--- src/rtl/small_fallthrough_fifo.sv ---
// First-word-fall-through FIFO: head word is shown on dout while empty is low, rd_en pops it.
// Define SMALL_FIFO_CHECK_EN to compile in simulation-only overflow/underflow messages.
module small_fallthrough_fifo #(
    parameter int unsigned WIDTH               = 72,
    parameter int unsigned MAX_DEPTH_BITS      = 3,
    parameter int unsigned PROG_FULL_THRESHOLD = (2 ** MAX_DEPTH_BITS) - 1
) (
    input  logic             clk,
    input  logic             reset,
    input  logic [WIDTH-1:0] din,
    input  logic             wr_en,
    input  logic             rd_en,
    output logic [WIDTH-1:0] dout,
    output logic             full,
    output logic             nearly_full,
    output logic             prog_full,
    output logic             empty
);

    localparam int unsigned DEPTH = 2 ** MAX_DEPTH_BITS;

    localparam logic [MAX_DEPTH_BITS:0] C_DEPTH      = (MAX_DEPTH_BITS + 1)'(DEPTH);
    localparam logic [MAX_DEPTH_BITS:0] C_NEAR_FULL  = (MAX_DEPTH_BITS + 1)'(DEPTH - 1);
    localparam logic [MAX_DEPTH_BITS:0] C_PROG_FULL  = (MAX_DEPTH_BITS + 1)'(PROG_FULL_THRESHOLD);
    localparam logic [MAX_DEPTH_BITS:0] C_CNT_ONE    = (MAX_DEPTH_BITS + 1)'(1);
    localparam logic [MAX_DEPTH_BITS-1:0] C_PTR_ONE  = MAX_DEPTH_BITS'(1);

    logic [WIDTH-1:0]          r_mem [DEPTH];
    logic [MAX_DEPTH_BITS-1:0] r_wr_ptr;
    logic [MAX_DEPTH_BITS-1:0] r_rd_ptr;
    logic [MAX_DEPTH_BITS:0]   r_count;

    logic w_wr_accept;
    logic w_rd_accept;

    // Acceptance is gated only by registered flags, so a pop never frees room for a same-cycle push.
    assign w_wr_accept = wr_en && !full;
    assign w_rd_accept = rd_en && !empty;

    always_ff @(posedge clk) begin
        if (w_wr_accept) begin
            r_mem[r_wr_ptr] <= din;
        end
    end

    always_ff @(posedge clk or posedge reset) begin
        if (reset) begin
            r_wr_ptr <= '0;
            r_rd_ptr <= '0;
            r_count  <= '0;
        end else begin
            if (w_wr_accept) begin
                r_wr_ptr <= r_wr_ptr + C_PTR_ONE;
            end
            if (w_rd_accept) begin
                r_rd_ptr <= r_rd_ptr + C_PTR_ONE;
            end
            case ({w_wr_accept, w_rd_accept})
                2'b10:   r_count <= r_count + C_CNT_ONE;
                2'b01:   r_count <= r_count - C_CNT_ONE;
                default: r_count <= r_count;
            endcase
        end
    end

    assign dout        = r_mem[r_rd_ptr];
    assign full        = (r_count == C_DEPTH);
    assign nearly_full = (r_count >= C_NEAR_FULL);
    assign prog_full   = (r_count >= C_PROG_FULL);
    assign empty       = (r_count == '0);

`ifdef SMALL_FIFO_CHECK_EN
    always @(posedge clk) begin
        if (!reset && wr_en && full) begin
            $error("%0t %m: write while full, word dropped", $time);
        end
        if (!reset && rd_en && empty) begin
            $error("%0t %m: read while empty, ignored", $time);
        end
    end
`else
`endif

endmodule

--- config.mk ---
export PLATFORM = sky130hd
export DESIGN_NAME = small_fallthrough_fifo
export DESIGN_NICKNAME = d
export VERILOG_FILES = /design/src/rtl/small_fallthrough_fifo.sv
export SDC_FILE = /design/constraint.sdc
export NUM_CORES = 1
export LEC_CHECK = 0
export CAP_MARGIN = 0
export CELL_PAD_IN_SITES_DETAIL_PLACEMENT = 1
export CELL_PAD_IN_SITES_GLOBAL_PLACEMENT = 2
export CORE_MARGIN = 1.5
export CORE_UTILIZATION = 53
export CTS_BUF_LIST = sky130_fd_sc_hd__clkbuf_4 sky130_fd_sc_hd__clkbuf_8
export DETAILED_ROUTE_END_ITERATION = 8
export PLACE_DENSITY_LB_ADDON = 0.1
export SLEW_MARGIN = 20
export SYNTH_ARGS = -nofsm -noshare
export SYNTH_HDL_FRONTEND = slang
export SYNTH_SLANG_ARGS = --single-unit
--- constraint.sdc ---
create_clock -name clk -period 16.5 [get_ports clk]
set_clock_uncertainty 0.15 [all_clocks]
set_input_delay 3.3 -clock clk [delete_from_list [all_inputs] [get_ports clk]]
set_output_delay 3.3 -clock clk [all_outputs]
set_load 0.02 [all_outputs]
Word level (Yosys, flattened, before mapping)
Memory sizes are Yosys's and may differ from the RTL's.
Cells that the tools add are included.
Widths: inputs -> output; s select.
{ "classes": {"addsub": 4, "order_cmp": 1, "eq_ne": 3, "n_mux": 3, "n_reduce_logical": 6} }
{ "ops": {"columns": ["op", "count"], "rows": [
  ["$pmux 4 s2", 1],
  ["$add 3x1->3 const B", 2],
  ["$add 4x1->4 const B", 1],
  ["$eq 4x4->1 const B", 1],
  ["$ge 4x3->1 const B", 1],
  ["$logic_not 4->1", 1],
  ["$sub 4x1->4 const B", 1],
  ["$eq 2x1->1 const B", 1],
  ["$eq 2x2->1 const B", 1],
  ["$logic_and 1x1->1", 2],
  ["$logic_not 1->1", 2],
  ["$mux 1", 2],
  ["$reduce_bool 2->1", 1]
]} }
{ "word_totals": {"reg_bits": 10, "ram_bits": 576, "output_inout_bits": 76, "word_cells": 21, "memories": 1} }
{ "mem_list": {"columns": ["name", "depth", "word_bits", "rd", "rd_ports_with_merged_regs", "write_ports", "line_no", "text"], "rows": [
  ["r_mem", 8, 72, 1, 0, 1, "28", "logic [WIDTH-1:0] r_mem [DEPTH];"]
]} }

Logic depth before layout (Yosys ltp)
{ "logic_depth": {"word_depth": 5, "ltp_mapped": 8, "depth_no_buf": 7} }

Worst setup path after synthesis
OpenSTA, ideal clock, no wires.
{ "synth_path": {"kind": "input-to-reg", "from": "in wr_en", "to": "mem r_mem[0][0] (enable)", "t_arrival_ps": 8322, "setup_slack_ps": 7438, "path_stages": 2, "path_buffers": 0, "path_cell_list": "nand3b_1 > nor3_1"} }
{ "synth_via": {"elab_chain_cells": 3} }
{ "synth_rtl": {"columns": ["item", "line_no", "text"], "rows": [
  ["start: declaration", "11", "input logic wr_en,"],
  ["$logic_and 1x1->1", "37", "assign w_wr_accept = wr_en && !full;"],
  ["$mux 1", "41", "if (w_wr_accept) begin"],
  ["$mux 1 (implied by the code)", "42", "r_mem[r_wr_ptr] <= din;"],
  ["end: declaration", "28", null]
]} }
No other way between the ends.

Worst setup path in the final report
{ "layout_path": {"from": "reg r_rd_ptr[0]", "to": "out dout[24]"} }
{ "layout_via": {"elab_chain_cells": 1} }
{ "layout_rtl": {"columns": ["item", "line_no", "text"], "rows": [
  ["start: declaration", "30", "logic [MAX_DEPTH_BITS-1:0] r_rd_ptr;"],
  ["start signal: assignment", "56", "r_rd_ptr <= r_rd_ptr + C_PTR_ONE;"],
  ["$mem_v2 8x72", null, null],
  ["end: declaration", "13", "output logic [WIDTH-1:0] dout,"]
]} }
No other way between the ends.

==> results <==
- Across all register-to-register paths, the minimum setup slack is about 13 ns.
- The first global-routing pass estimated 67.9 mm of wire.
- The insertion delay to the later sink of the worst-skew pair is between 0.6 and 0.7 ns.
- The longest clock path from root to sink contains 3 buffers.
- The overflow left after global routing is 0.
- Cells with a size suffix above 1 make up about a third of the layout.
- The setup violation total in the final timing report is 0.
- The number of cell instances on the worst register-to-register path is 4.
- The routed layout has 10,000 vias.
- For the worst setup path, the data arrival time is 3.80 ns.
- Counting flops with a built-in enable in the synthesized netlist gives 576.
- The number of standard-cell rows in the floorplan is 75.
- The startpoint-to-endpoint class of the critical path is flip-flop to primary output.
- Counting flops with an async set or reset pin after synthesis yields a share of 1.71%.
- The signed area change from the synthesized netlist to the final layout is 17.7%.
- The die is 209 microns tall.
- The aggregate negative setup slack is 0 ns.
- The largest fanout on the critical path is 51.
- The cell depth of the worst hold path is 1.
- The largest net degree at the start of global routing is slightly below 70.
- Each instance of the synthesized netlist takes up on average roughly 25 sq um.
- The clock transition at the registers of the reported paths is 0.06 ns.
- In this run, the number of DRC markers left after iteration 0 of detailed routing was 502.
- The share of the clock period used by the worst path after layout is 43.9%.
- The first detailed-routing pass took 4 iterations.
- The share of the core filled with cells in the final layout is 63.2%.
- The die outline width is ~210 microns.
- Synthesis inferred a little under 600 register bits.
- The dominant register cell in the synthesized netlist is edfxtp_1.
- The worst hold path terminates at r_wr_ptr[0].
- Final hold analysis gives a worst-case slack of roughly 0.38 ns.
- In this run the count of I/O pins placed on the die edge is 152.
- CTS placed an instance of clkbuf_8 at the clock tree root.
- By count the netlist is led by 576 x edfxtp_1, 144 x mux4_2, 50 x mux2_4, 23 x mux2_2, 17 x buf_2.
- The synthesized net count is 985.
- Counting every sink on the clock net gives 586.
- Setup repair after global routing left no endpoint under its margin.
- The number of clock buffers added by TritonCTS is 92.
- In the post-synthesis netlist, the biggest area contributors are edfxtp_1 77%, mux4_2 14%, mux2_4 3.3%.
- The total of buffers placed on input and output ports is approximately 150.
- For this design the static power due to leakage is approximately 8.6 nW.
- The capture instance of the worst register-to-register path is r_mem[5][27].
- STA classifies the critical path endpoint as a primary output.
- The number of max-cap violations is 0.
- STA puts the critical path data required time at 13.05 ns.
- After synthesis, the netlist uses 38 different library cells.
- The critical-path cell with the highest stage delay is dfrtp_4.
- The class of the tightest hold or removal check is flip-flop to flip-flop.
- The CTS tree is done.
- The final max-slew violation count was 0.
- The cell area after technology mapping is ~0.022 sq mm.
- The total length of routed wires is 45.2 mm.
- The most frequent cell after synthesis is edfxtp_1.
- The completed layout was analyzed and its total power is just under 5 mW.
- The H-tree generated during clock tree synthesis spans 3 levels.
- The worst-case vdd ir drop is 115 uV.
- The die covers 0.0436 sq mm.
- The normalized max-slew margin is 32.5%.
- The wire length per cell is 26.1 microns.
- The count of mapped cells out of synthesis is roughly 900.
- The number of warnings reported in the yosys synthesis log is 0.
- The startpoint identified for the worst register-to-register timing path is r_count[0].
- For the pin with the worst max-slew slack, the measured transition is 1.01 ns.
- The via count of the first global-routing pass is 11,100.
- Sequential elements use about four fifths of the synthesized area.
- Dividing total power by cell area gives a power density of 184 mW/mm^2.
- In this run the most critical hold path is launched from r_wr_ptr[0].
- The detailed-placement wirelength estimate is 23.9 mm.
- The peak per-stage delay on the critical path is approximately 0.70 ns.
- The maximum achievable frequency is 138 MHz.
- The last weighted congestion value of the routability-driven placer is 0.669.
- The time the worst path needs with I/O delays and setup is 7.25 ns.
- Of the post-synthesis cell area, the dominant cell type holds 77.0%.
- The final-report hold violation count is 0.
- The ratio of routed vias to standard cells is 5.80.
- After floorplanning, the core was sized to cover 0.0419 sq mm.
- Traced cell by cell, the critical path runs through buf_16 > buf_6 > mux4_2 > mux2_4 > clkdlybuf4s50_1.
- The cts-stage hold buffer count is 0.
- The flow ran to the end, and the final reports show no timing, DRC or antenna violations.
- The initial utilization of the core area, before any placement, comes to between 50% and 60%.
- The remaining antenna violation count is 0.
- The biggest area contributor in the post-synthesis netlist is edfxtp_1.
- The number of antenna violations at the first check in global routing is 3.
- Across every metal layer, demand over resource in global routing totals a little over a fifth.
- The number of instances resized during post-cts repair is 0.
- STA classifies the critical path startpoint as a flip-flop.
- After clock tree synthesis, the setup repair step added 0 buffers.
- The layout net count is 1,205.
- The post-detailed-route DRC marker count is 0.
## registers in the layout, summed over array words and instances (netlist names)
signal,cells
r_count,4
r_wr_ptr,3
r_mem,576
r_rd_ptr,3
## cells by family after synthesis
| kind of cell | after synthesis | synth area share (%) |
|---|---|---|
| buf+inv | 50 | 1.29 |
| xor+xnor | 6 | 0.234 |
| compound gates | 8 | 0.301 |
| simple gates | 28 | 0.657 |
| fa+ha+maj | 6 | 0.368 |
| flops | 586 | 78.1 |
| mux | 219 | 19.0 |
## worst max-delay path by stage
stage	start	to	slack, ns
floorplan	wr_en	r_mem[0][0]	7.44
global placement	r_rd_ptr[0]	dout[48]	9.35
detailed placement	r_rd_ptr[0]	dout[44]	9.33
finish	r_rd_ptr[0]	dout[24]	9.25
CTS	r_rd_ptr[0]	dout[44]	8.59
global route	r_rd_ptr[0]	dout[29]	8.99
## area by class of cell
type                       count  area, sq um
tap                          539          674
timing repair buffer         169         1670
fill                        3361        15400
inverter                       7         26.3
antenna                        1         2.50
clock buffer                 125         1540
sequential                   586        17600
clock inverter                37          278
multi-input combinational    267         4680
## layout by cell type, fill, tap and decap left out, drive strengths merged, types with 2 or more instances in the layout
cell           count
edfxtp           576
clkdlybuf4s50    151
mux4             144
clkbuf           125
mux2              74
clkinv            29
buf               18
dfrtp             10
inv               10
nand2              7
nor2               7
xnor2              5
ha                 5
nand3              3
bufinv             3
or4b               2
nand2b             2
nor3               2
nor3b              2
a21oi              2
clkinvlp           2
## layer usage
metal  track usage [%]  wire [microns]
met4              7.02             922
met1              28.5           19100
met5                 0              27
met3              4.63            2180
met2              35.6           23000
## per-stage QoR
step                std cells  instance area, sq um  setup slack, ns
floorplan                 903                 22500             7.44
global placement         1567                 24600             9.35
detailed placement       1567                 24600             9.33
CTS                      1729                 26400             8.59
global route             1730                 26400             8.99
finish                   1731                 26400             9.25
## worst max-delay path, delay by kind of cell (launching register included)
| kind | cells | cell delay [ns] |
|---|---|---|
| muxes | 2 | 0.89 |
| buffers and inverters | 3 | 1.46 |
| DFF | 1 | 0.70 |
## power breakdown
part           total (mW)  switching [mW]  internal (mW)
Combinational        1.68           0.811          0.866
Sequential           1.99           0.112           1.88
Clock                1.20           0.547          0.655
No activity file was read; power rests on OpenSTA's default activity.
